[src/rtl/vga_timing_gen_pkg.sv]
// Shared raster-timing constants and helpers for the VGA timing generator.
package vga_timing_pkg;

  localparam int unsigned DEF_H_VISIBLE = 640;
  localparam int unsigned DEF_H_FRONT   = 16;
  localparam int unsigned DEF_H_SYNC    = 96;
  localparam int unsigned DEF_H_BACK    = 48;
  localparam int unsigned DEF_V_VISIBLE = 480;
  localparam int unsigned DEF_V_FRONT   = 10;
  localparam int unsigned DEF_V_SYNC    = 2;
  localparam int unsigned DEF_V_BACK    = 33;

  localparam bit SYNC_POL_LOW  = 1'b0;
  localparam bit SYNC_POL_HIGH = 1'b1;

  function automatic int unsigned axis_total(input int unsigned vis, input int unsigned front,
                                             input int unsigned sync, input int unsigned back);
    return vis + front + sync + back;
  endfunction

  function automatic int unsigned axis_width(input int unsigned total);
    return (total <= 1) ? 1 : $clog2(total);
  endfunction

endpackage

[src/rtl/timing_axis_counter.sv]
// One raster axis: wrapping position counter plus decode of its next value.
module timing_axis_counter import vga_timing_pkg::*; #(
  parameter  int unsigned TOTAL   = 800,
  parameter  int unsigned VISIBLE = 640,
  parameter  int unsigned SYNC_LO = 656,
  parameter  int unsigned SYNC_HI = 752,
  localparam int unsigned W       = axis_width(TOTAL)
) (
  input  logic         clk_in,
  input  logic         rst_n,
  input  logic         run,
  input  logic         inc,
  output logic [W-1:0] count,
  output logic         tc,
  output logic         vis_nxt,
  output logic         sync_nxt,
  output logic         zero_nxt
);

  localparam logic [W-1:0] LAST = W'(TOTAL - 1);

  logic [W-1:0] count_nxt;

  function automatic logic in_window(input logic [W-1:0] v, input logic [W-1:0] lo,
                                     input logic [W-1:0] hi);
    return (v >= lo) && (v < hi);
  endfunction

  assign tc = (count == LAST);

  always_comb begin
    count_nxt = count;
    if (run && inc) count_nxt = tc ? '0 : count + W'(1);
  end

  // Flags are decoded from the value about to be loaded so they register alongside it.
  assign vis_nxt  = (count_nxt < W'(VISIBLE));
  assign sync_nxt = in_window(count_nxt, W'(SYNC_LO), W'(SYNC_HI));
  assign zero_nxt = (count_nxt == '0);

  always_ff @(posedge clk_in or negedge rst_n) begin
    if (!rst_n) count <= '0;
    else        count <= count_nxt;
  end

endmodule

[src/rtl/vga_timing_gen.sv]
// VGA raster timing generator: sync, position, visible/blank flags and strobes,
// all registered on the same edge as the position counters.
module vga_timing_gen import vga_timing_pkg::*; #(
  parameter  int unsigned H_VISIBLE        = DEF_H_VISIBLE,
  parameter  int unsigned H_FRONT          = DEF_H_FRONT,
  parameter  int unsigned H_SYNC           = DEF_H_SYNC,
  parameter  int unsigned H_BACK           = DEF_H_BACK,
  parameter  int unsigned V_VISIBLE        = DEF_V_VISIBLE,
  parameter  int unsigned V_FRONT          = DEF_V_FRONT,
  parameter  int unsigned V_SYNC           = DEF_V_SYNC,
  parameter  int unsigned V_BACK           = DEF_V_BACK,
  parameter  bit          SYNC_ACTIVE_HIGH = SYNC_POL_LOW,
  localparam int unsigned H_TOTAL          = axis_total(H_VISIBLE, H_FRONT, H_SYNC, H_BACK),
  localparam int unsigned V_TOTAL          = axis_total(V_VISIBLE, V_FRONT, V_SYNC, V_BACK),
  localparam int unsigned HW               = axis_width(H_TOTAL),
  localparam int unsigned VW               = axis_width(V_TOTAL)
) (
  input  logic          clk_in,
  input  logic          rst_n,
  output logic [HW-1:0] hcount,
  output logic [VW-1:0] vcount,
  output logic          hsync,
  output logic          vsync,
  output logic          visible,
  output logic          vblank,
  output logic          line_start,
  output logic          frame_start,
  output logic [15:0]   frame_count
);

  if (H_VISIBLE == 0 || H_FRONT == 0 || H_SYNC == 0 || H_BACK == 0 ||
      V_VISIBLE == 0 || V_FRONT == 0 || V_SYNC == 0 || V_BACK == 0) begin : g_param_err
    $error("vga_timing_gen: visible, porch and sync parameters must all be non-zero");
  end

  localparam logic SYNC_ON  = SYNC_ACTIVE_HIGH ? SYNC_POL_HIGH : SYNC_POL_LOW;
  localparam logic SYNC_OFF = ~SYNC_ON;

  logic running;
  logic h_tc, h_vis_nxt, h_sync_nxt, h_zero_nxt;
  logic v_tc, v_vis_nxt, v_sync_nxt, v_zero_nxt;

  timing_axis_counter #(
    .TOTAL  (H_TOTAL),
    .VISIBLE(H_VISIBLE),
    .SYNC_LO(H_VISIBLE + H_FRONT),
    .SYNC_HI(H_VISIBLE + H_FRONT + H_SYNC)
  ) u_h_axis (
    .clk_in  (clk_in),
    .rst_n   (rst_n),
    .run     (running),
    .inc     (1'b1),
    .count   (hcount),
    .tc      (h_tc),
    .vis_nxt (h_vis_nxt),
    .sync_nxt(h_sync_nxt),
    .zero_nxt(h_zero_nxt)
  );

  timing_axis_counter #(
    .TOTAL  (V_TOTAL),
    .VISIBLE(V_VISIBLE),
    .SYNC_LO(V_VISIBLE + V_FRONT),
    .SYNC_HI(V_VISIBLE + V_FRONT + V_SYNC)
  ) u_v_axis (
    .clk_in  (clk_in),
    .rst_n   (rst_n),
    .run     (running),
    .inc     (h_tc),
    .count   (vcount),
    .tc      (v_tc),
    .vis_nxt (v_vis_nxt),
    .sync_nxt(v_sync_nxt),
    .zero_nxt(v_zero_nxt)
  );

  // The first edge after reset only arms the counters, presenting pixel (0,0) as frame 0.
  always_ff @(posedge clk_in or negedge rst_n) begin
    if (!rst_n) begin
      running     <= 1'b0;
      hsync       <= SYNC_OFF;
      vsync       <= SYNC_OFF;
      visible     <= 1'b0;
      vblank      <= 1'b0;
      line_start  <= 1'b0;
      frame_start <= 1'b0;
      frame_count <= '0;
    end else begin
      running     <= 1'b1;
      hsync       <= h_sync_nxt ? SYNC_ON : SYNC_OFF;
      vsync       <= v_sync_nxt ? SYNC_ON : SYNC_OFF;
      visible     <= h_vis_nxt & v_vis_nxt;
      vblank      <= ~v_vis_nxt;
      line_start  <= h_zero_nxt;
      frame_start <= h_zero_nxt & v_zero_nxt;
      if (running && h_tc && v_tc) frame_count <= frame_count + 16'd1;
    end
  end

endmodule
[config.mk]
export PLATFORM = sky130hd
export DESIGN_NAME = vga_timing_gen
export DESIGN_NICKNAME = d
export VERILOG_FILES = /design/src/rtl/vga_timing_gen_pkg.sv /design/src/rtl/timing_axis_counter.sv /design/src/rtl/vga_timing_gen.sv
export SDC_FILE = /design/constraint.sdc
export NUM_CORES = 1
export LEC_CHECK = 0
export ABC_AREA = 1
export CELL_PAD_IN_SITES_DETAIL_PLACEMENT = 0
export CELL_PAD_IN_SITES_GLOBAL_PLACEMENT = 1
export CORE_AREA = 2 2 83 85
export CTS_CLUSTER_DIAMETER = 100
export CTS_CLUSTER_SIZE = 40
export DETAILED_ROUTE_END_ITERATION = 6
export DIE_AREA = 0 0 85 87
export GPL_ROUTABILITY_DRIVEN = 0
export GPL_TIMING_DRIVEN = 0
export MAX_ROUTING_LAYER = met4
export PLACE_DENSITY_LB_ADDON = 0.3
export SETUP_SLACK_MARGIN = 0.3
export SLEW_MARGIN = 20
export SYNTH_ARGS = -nofsm -noshare
export SYNTH_HDL_FRONTEND = slang
export SYNTH_SLANG_ARGS = --single-unit
[constraint.sdc]
create_clock -name clk_in -period 5.4 [get_ports clk_in]
set_clock_uncertainty 0.15 [all_clocks]
set_input_delay 0.54 -clock clk_in [delete_from_list [all_inputs] [get_ports clk_in]]
set_output_delay 0.54 -clock clk_in [all_outputs]
set_load 0.005 [all_outputs]
==> impl_results.md, run 1 <==
* Status: finished, final reports clean
* Post-Route WL at 6.01 mm
* Post-DP HPWL at ~4.6 mm
* Core Area at 6570 sq um
* Leak at roughly 0.0017 uW
* Adder-Cell Fraction of Synth Area at 0.0195
* Clock root buffer: clkbuf_8
* Syn Inst Count at 348
* GRT Total Usage at 0.180
* Ant diodes at 0
* Max VDD drop at 0.000115 V
* Comb pwr share at 0.203
* Fillers at 657
* Post-synthesis cell area at 2570 sq um
* Clock Tree Buf Depth at 2
* Pin count of the biggest net entering global routing at 25
* TritonCTS Buffers at 5
* Vias in the first global route at 2147
* Initial antenna violation count at 0
* Vias/cell at 4.66
* Post_cts resized at 0
* DRT antenna net count at 0
* Int Power at a little over 500 uW
* XOR/XNOR share of the synthesized area at 0.0647
* RSZ-0062 raised after global routing: false
* Vias post-DR at 2237
* Mean area per synthesized cell at 7.39 sq um
* Final worst setup slack at 3260 ps
* Final worst path period share at 0.397
* DR DRC count at 0
* Share of layout cells above drive strength 1 at 0.0975
* # port buffers at 43
* Rows at 30
* Crit-path max FO at 10
* Clock latency on the worst-skew pair at 290 ps
* Commonest non-fill, non-tap cell in the layout: nand2_1
* Register bank with the most flops: frame_count
* Pwr Density at 231 nW/um^2
* Cell taking the most area after synthesis: dfrtp_1
* Non-Filler Instances at 480
* Switching part of the total at 0.302
* Arrival time worst endpoint at 2210 ps
* Max FFs per register at 16
* Final Util at 0.488
* Synth top area share at 0.399
* Pre-CTS setup slack at between 3000 and 4000 ps
* Global-route wire length before repair at 10.3 mm
* CP Data Required Time at 5470 ps
* Syn_nets at around 350
* Clock-pin slew on the worst setup and hold paths at 80 ps
* Final hold vios at 0
* Dpl cells at ~470
* Most frequent cells in the layout: nand2_1, inv_1, clkdlybuf4s50_1
* Mux share of post-synthesis cell area at 0
* Drt pass-1 iters at 5
* Sequential share of power at 0.511
* Finished Cell Area at about 3200 sq um
* Setup total negative slack at 0 ps
* Top Registers: frame_count: 16 flops, u_h_axis.count: 10 flops, u_v_axis.count: 10 flops
* Power share of the clock group at 0.286
* Placed inst area at ~3100 sq um
* Mean routed wirelength per cell at 12.5 microns
* Max cap viols at 0
* Slew Limit Fails at 0
* Setup Fix Bufs, Post-CTS at 0
* Die width at 85 microns
* Area Growth Syn to Fin at 24.8%
* Total gr overflow at 0
* Synth top area cells: dfrtp_1, nand2_1, inv_1
* Critical Path End Type: flip-flop
* Die ar. at 7400 sq um
* Initial Util at 0.391
* Sequential share of the synthesized area at 0.419
* CP startpoint kind: flip-flop
* 1st-iter DRT viols at 97
* Highest clock rate at 467 MHz
* # hold bufs at CTS at 0
* Flops & latches, synth at 43
* Final setup viols at 0
* Nets at 405
* I/O pin count at 44
* Worst setup path category: flip-flop to flip-flop
* Min Tclk post-route at 2140 ps
* Synth warn at 0
* Largest family of logic cells by synthesized area: simple AND/OR/NAND/NOR gates
* Synth Area in Compound Gates at 0.0248
* Switching power at 224 uW
* Number of H-tree levels at 2
* Sink Count at 43
* Die height at 87 microns
* Simple-gate portion of the synthesized area at 0.367
* Synth unique cells at 28
* CTS tree: done
* Hold Path Class: input port to async pin
==> area by class of cell <==
cell class              instances  area [sq um]  share of cell area
plain buffers                   4          32.5              0.0101
clock buffers                   7          86.3              0.0269
clock inverters                 1          5.00             0.00156
inverters                      62           233              0.0725
multi-input cells             239          1230               0.383
flip-flops and latches         43          1080               0.336
well taps                      80           100              0.0312
repair buffers                 44           445               0.139
==> metal layers <==
metal | global-route usage | wire length [microns] | up-vias
met2 | 0.280 | 2750 | 43
met4 | 0.0346 | 37 | 0
met5 | - | 0 | -
met1 | 0.250 | 2980 | 1029
li1 | - | - | 1161
met3 | 0.0322 | 250 | 4
==> synth_stat cells <==
library cell,instances
nor2_4,2
nor3_1,3
o21ai_1,3
nand2_2,6
xnor2_1,4
dfstp_2,2
nand4_4,1
xor2_1,15
o21bai_4,1
o21ai_0,5
nand3_2,1
nand2_1,102
buf_2,2
inv_2,3
nor3_4,1
conb_1,1
nor3b_2,1
ha_1,4
nand4_2,1
nand3b_1,1
inv_1,59
dfrtp_1,41
nor2_1,41
nand3_1,24
a21oi_1,1
nor2_2,7
buf_6,2
nand4_1,14
==> worst paths after layout <==
check                             startpoint              end  slack, ps  cells after the start
max in group asynchronous              rst_n            vsync       4490                      2
setup / recovery           u_h_axis.count[0]      frame_start       3260                     12
hold / removal                         rst_n   frame_count[5]         40                      1
hold reg to reg              frame_count[12]  frame_count[12]        350                      1
setup reg to reg           u_h_axis.count[0]      frame_start       3260                     12
min in group clk_in          frame_count[12]  frame_count[12]        350                      1
==> critical path: stages, from the launching register on <==
cell     delay [ps]
dfrtp_1         460
ha_1            250
inv_1            90
nor2_4          160
nand4_4         190
buf_6           200
nand2_2          50
inv_1            40
nor2_2           90
nand2_1          60
nor2_1          130
nand3_1         100
nor2_1          100
==> power by group through the flow <==
stage / clock (uW) / combinational, uW / sequential (uW)
finish: 212 / 151 / 378
global route: 236 / 171 / 385
CTS: 224 / 153 / 379
detailed placement: 0 / 152 / 385
global placement: 0 / 149 / 386
floorplan: 0 / 81.8 / 379
==> through the flow <==
step	hold WS, ps	total power, uW
floorplan	94.4	461
global placement	336	535
detailed placement	341	536
CTS	46.4	756
global route	64.1	792
finish	37.6	741
==> kinds of logic (layout without fill, tap and decap cells) <==
family                   count (synthesis)  in the layout
adder cells (fa/ha/maj)                  4              4
AND/OR/NAND/NOR                        205            205
AO/OA/AOI/OAI                           10             10
flip-flops                              43             43
buffers and inverters                   66            118
other                                    1              1
XOR/XNOR                                19             19
(Power assumes the default switching activity.)
==> run 2: changes to the inputs <==
--- a/config.mk
+++ b/config.mk
@@ -8,11 +8,11 @@
 export ABC_AREA = 1
 export CELL_PAD_IN_SITES_DETAIL_PLACEMENT = 0
 export CELL_PAD_IN_SITES_GLOBAL_PLACEMENT = 1
-export CORE_AREA = 2 2 83 85
+export CORE_AREA = 2 2 89 91
 export CTS_CLUSTER_DIAMETER = 100
 export CTS_CLUSTER_SIZE = 40
 export DETAILED_ROUTE_END_ITERATION = 6
-export DIE_AREA = 0 0 85 87
+export DIE_AREA = 0 0 91 93
 export GPL_ROUTABILITY_DRIVEN = 0
 export GPL_TIMING_DRIVEN = 0
 export MAX_ROUTING_LAYER = met4
==> constraint.sdc (replaced) <==
create_clock -name clk_in -period 1.84 [get_ports clk_in]
set_clock_uncertainty 0.15 [all_clocks]
set_input_delay 0.184 -clock clk_in [delete_from_list [all_inputs] [get_ports clk_in]]
set_output_delay 0.184 -clock clk_in [all_outputs]
set_load 0.005 [all_outputs]
==> run 2 against run 1 <==
Net effect: the flow now finishes with violations (setup timing); sequential power increased to 2.9 times the previous value; clock power grew to 3.0 times the previous value; first-iteration DRC count decreased by 18%; die area rose by 14%; register-to-register slack got worse by 3300 ps; count of clock-buffer cells in the layout decreased by 1; global-route usage up 0.27 points; worst hold slack better by 230 ps; setup slack worse by 3300 ps; power grew to 3.3 times the previous value; sequential share of layout area down 7.5 points; critical path type unchanged; critical endpoint unchanged; largest power group unchanged.
==> impl_results.md, run 2 (synthesis gave the netlist of run 1 again) <==
* Status: complete, but fails checks
* Failing checks: setup timing
* Leak at 0.00238 uW
* Die height at 93 microns
* I/O pin count at 44
* Commonest non-fill, non-tap cell in the layout: nand2_1
* Least-Margin Pin Slew at 565 ps
* Sink Count at 43
* Vias in the first global route at 2658
* Ant diodes at 0
* Top Registers: frame_count: 16 flops, u_h_axis.count: 10 flops, u_v_axis.count: 10 flops
* Int Power at 1630 uW
* Final worst path period share at 1.04
* Max cap viols at 0
* CP Data Required Time at between 1500 and 2000 ps
* Fillers at between 700 and 800
* Register Area at 1090 sq um
* Area occupied by multi-input gates at approximately 1500 sq um
* Highest clock rate at approximately 520 MHz
* Clock root buffer: clkbuf_8
* Clock Tree Buf Depth at 2
* Die width at 91 microns
* CP startpoint kind: flip-flop
* Hold Path Class: input port to async pin
* Register bank with the most flops: frame_count
* Most frequent cells in the layout: nand2_1, buf_4, inv_1
* Crit-path max FO at 4
* RSZ-0062 raised after global routing: true
* Clock latency on the worst-skew pair at 300 ps
* Vias/cell at about 4.5
* Share of layout cells above drive strength 1 at 0.395
* Post-Route WL at 7.27 mm
* Core Area at 7530 sq um
* Non-Filler Instances at 573
* Pin count of the biggest net entering global routing at 23
* Min Tclk post-route at 1910 ps
* # port buffers at 43
* Rows at 32
* Switching power at ~800 uW
* Arrival time worst endpoint at 1990 ps
* Critical Path End Type: flip-flop
* Global-route wire length before repair at roughly 12 mm
* Max FFs per register at 16
* Total power at around 2400 uW
* Final worst setup slack at -66.8 ps
* Initial antenna violation count at 0
* DR DRC count at 0
* Comb pwr share at 0.296
* Worst slew margin at 0.623
* Die ar. at roughly 8500 sq um
* Max VDD drop at 0.000393 V
* R2R Path Start: u_h_axis.count[1]
* CTS tree: done
* Sequential share of power at 0.446
* Worst Setup SP: u_h_axis.count[1]
* Nets at ~480
* Initial Util at 0.342
* Slew Limit Fails at 0
* Final setup viols at 5
* Dpl cells at 494
* TritonCTS Buffers at 5
* Switching part of the total at 0.327
* Number of H-tree levels at 2
* Final hold vios at 0
* Area Growth Syn to Fin at 62.7%
* Drt pass-1 iters at 4
* Power share of the clock group at 0.258
* Post-DP HPWL at 4.67 mm
* Total gr overflow at 0
* GRT Total Usage at 0.183
* DRT antenna net count at 0
* 1st-iter DRT viols at 80
* Pwr Density at roughly 580 nW/um^2
* Clock-pin slew on the worst setup and hold paths at 90 ps
* Critical path's slowest cell: dfrtp_1
* Worst path max stage delay at around 400 ps
* Mean routed wirelength per cell at 12.7 microns
* Crit path cell chain: ha_4 -> buf_4 -> nand3_4 -> nor3_4 -> buf_4 -> nand2_2 -> nand2_2 -> nand2_1 -> nor2_1 -> nand3_1 -> nor2_1
* Worst setup path category: flip-flop to flip-flop
* Vias post-DR at 2577
[run 2: metal layers]
| metal | vias up | part of all wire | GRT usage |
|---|---|---|---|
| li1 | 1321 | - | - |
| met1 | 1190 | 0.46 | 0.231 |
| met2 | 55 | 0.50 | 0.309 |
| met3 | 11 | 0.032 | 0.0274 |
| met4 | 0 | 0.014 | 0.0505 |
| met5 | - | 0 | - |
[run 2: final cells by class]
type,instances,share of cell area
Clock buffer,6,0.0173
Buffer,4,0.0108
Sequential cell,43,0.261
Multi-Input combinational cell,239,0.370
Tap cell,102,0.0305
Clock inverter,2,0.00299
Inverter,62,0.0562
Timing Repair Buffer,115,0.251
[run 2: power groups by stage]
stage               Sequential (uW)  Combinational [uW]  Clock [uW]
global route                   1090                 794         688
floorplan                      1120                 249           0
detailed placement             1140                 457           0
finish                         1080                 720         626
global placement               1150                 444           0
CTS                            1080                 655         649
[run 2: critical path: cells and delay by family (launching register included)]
kind	cells	cell delay, ps
buffers and inverters	2	280
AND/OR/NAND/NOR	8	820
adder cells (fa/ha/maj)	1	190
flip-flops	1	400
[run 2: final timing paths]
path | slack (ps) | to | cells after the start
setup / recovery | -70 | frame_start | 11
max in group asynchronous | 760 | frame_count[6] | 3
min in group clk_in | 380 | frame_count[3] | 1
hold / removal | 270 | u_h_axis.count[0] | 2
hold reg to reg | 380 | frame_count[3] | 1
setup reg to reg | -70 | frame_start | 11
[run 2: metrics by stage]
stage	utilization	hold WS (ps)	instance area [sq um]	setup TNS (ps)	setup slack, ps
global placement	0.423	338	3180	-34790	-972
CTS	0.522	284	3930	-91.7	-47.9
floorplan	-	-262	2630	0	134
finish	0.556	269	4180	-150	-66.8
global route	0.556	331	4180	-975	-148
detailed placement	0.426	65.4	3210	-863	-170
[run 2: timing repair]
action / in CTS / in global routing
resized for setup: 92 / 63
gates cloned: 1 / 0
hold buffers: 1 / 0
setup endpoints to repair: 70 / 49
hold endpoints to repair: 19 / 0
buffers inserted: 60 / 9
pin swaps: 24 / 32
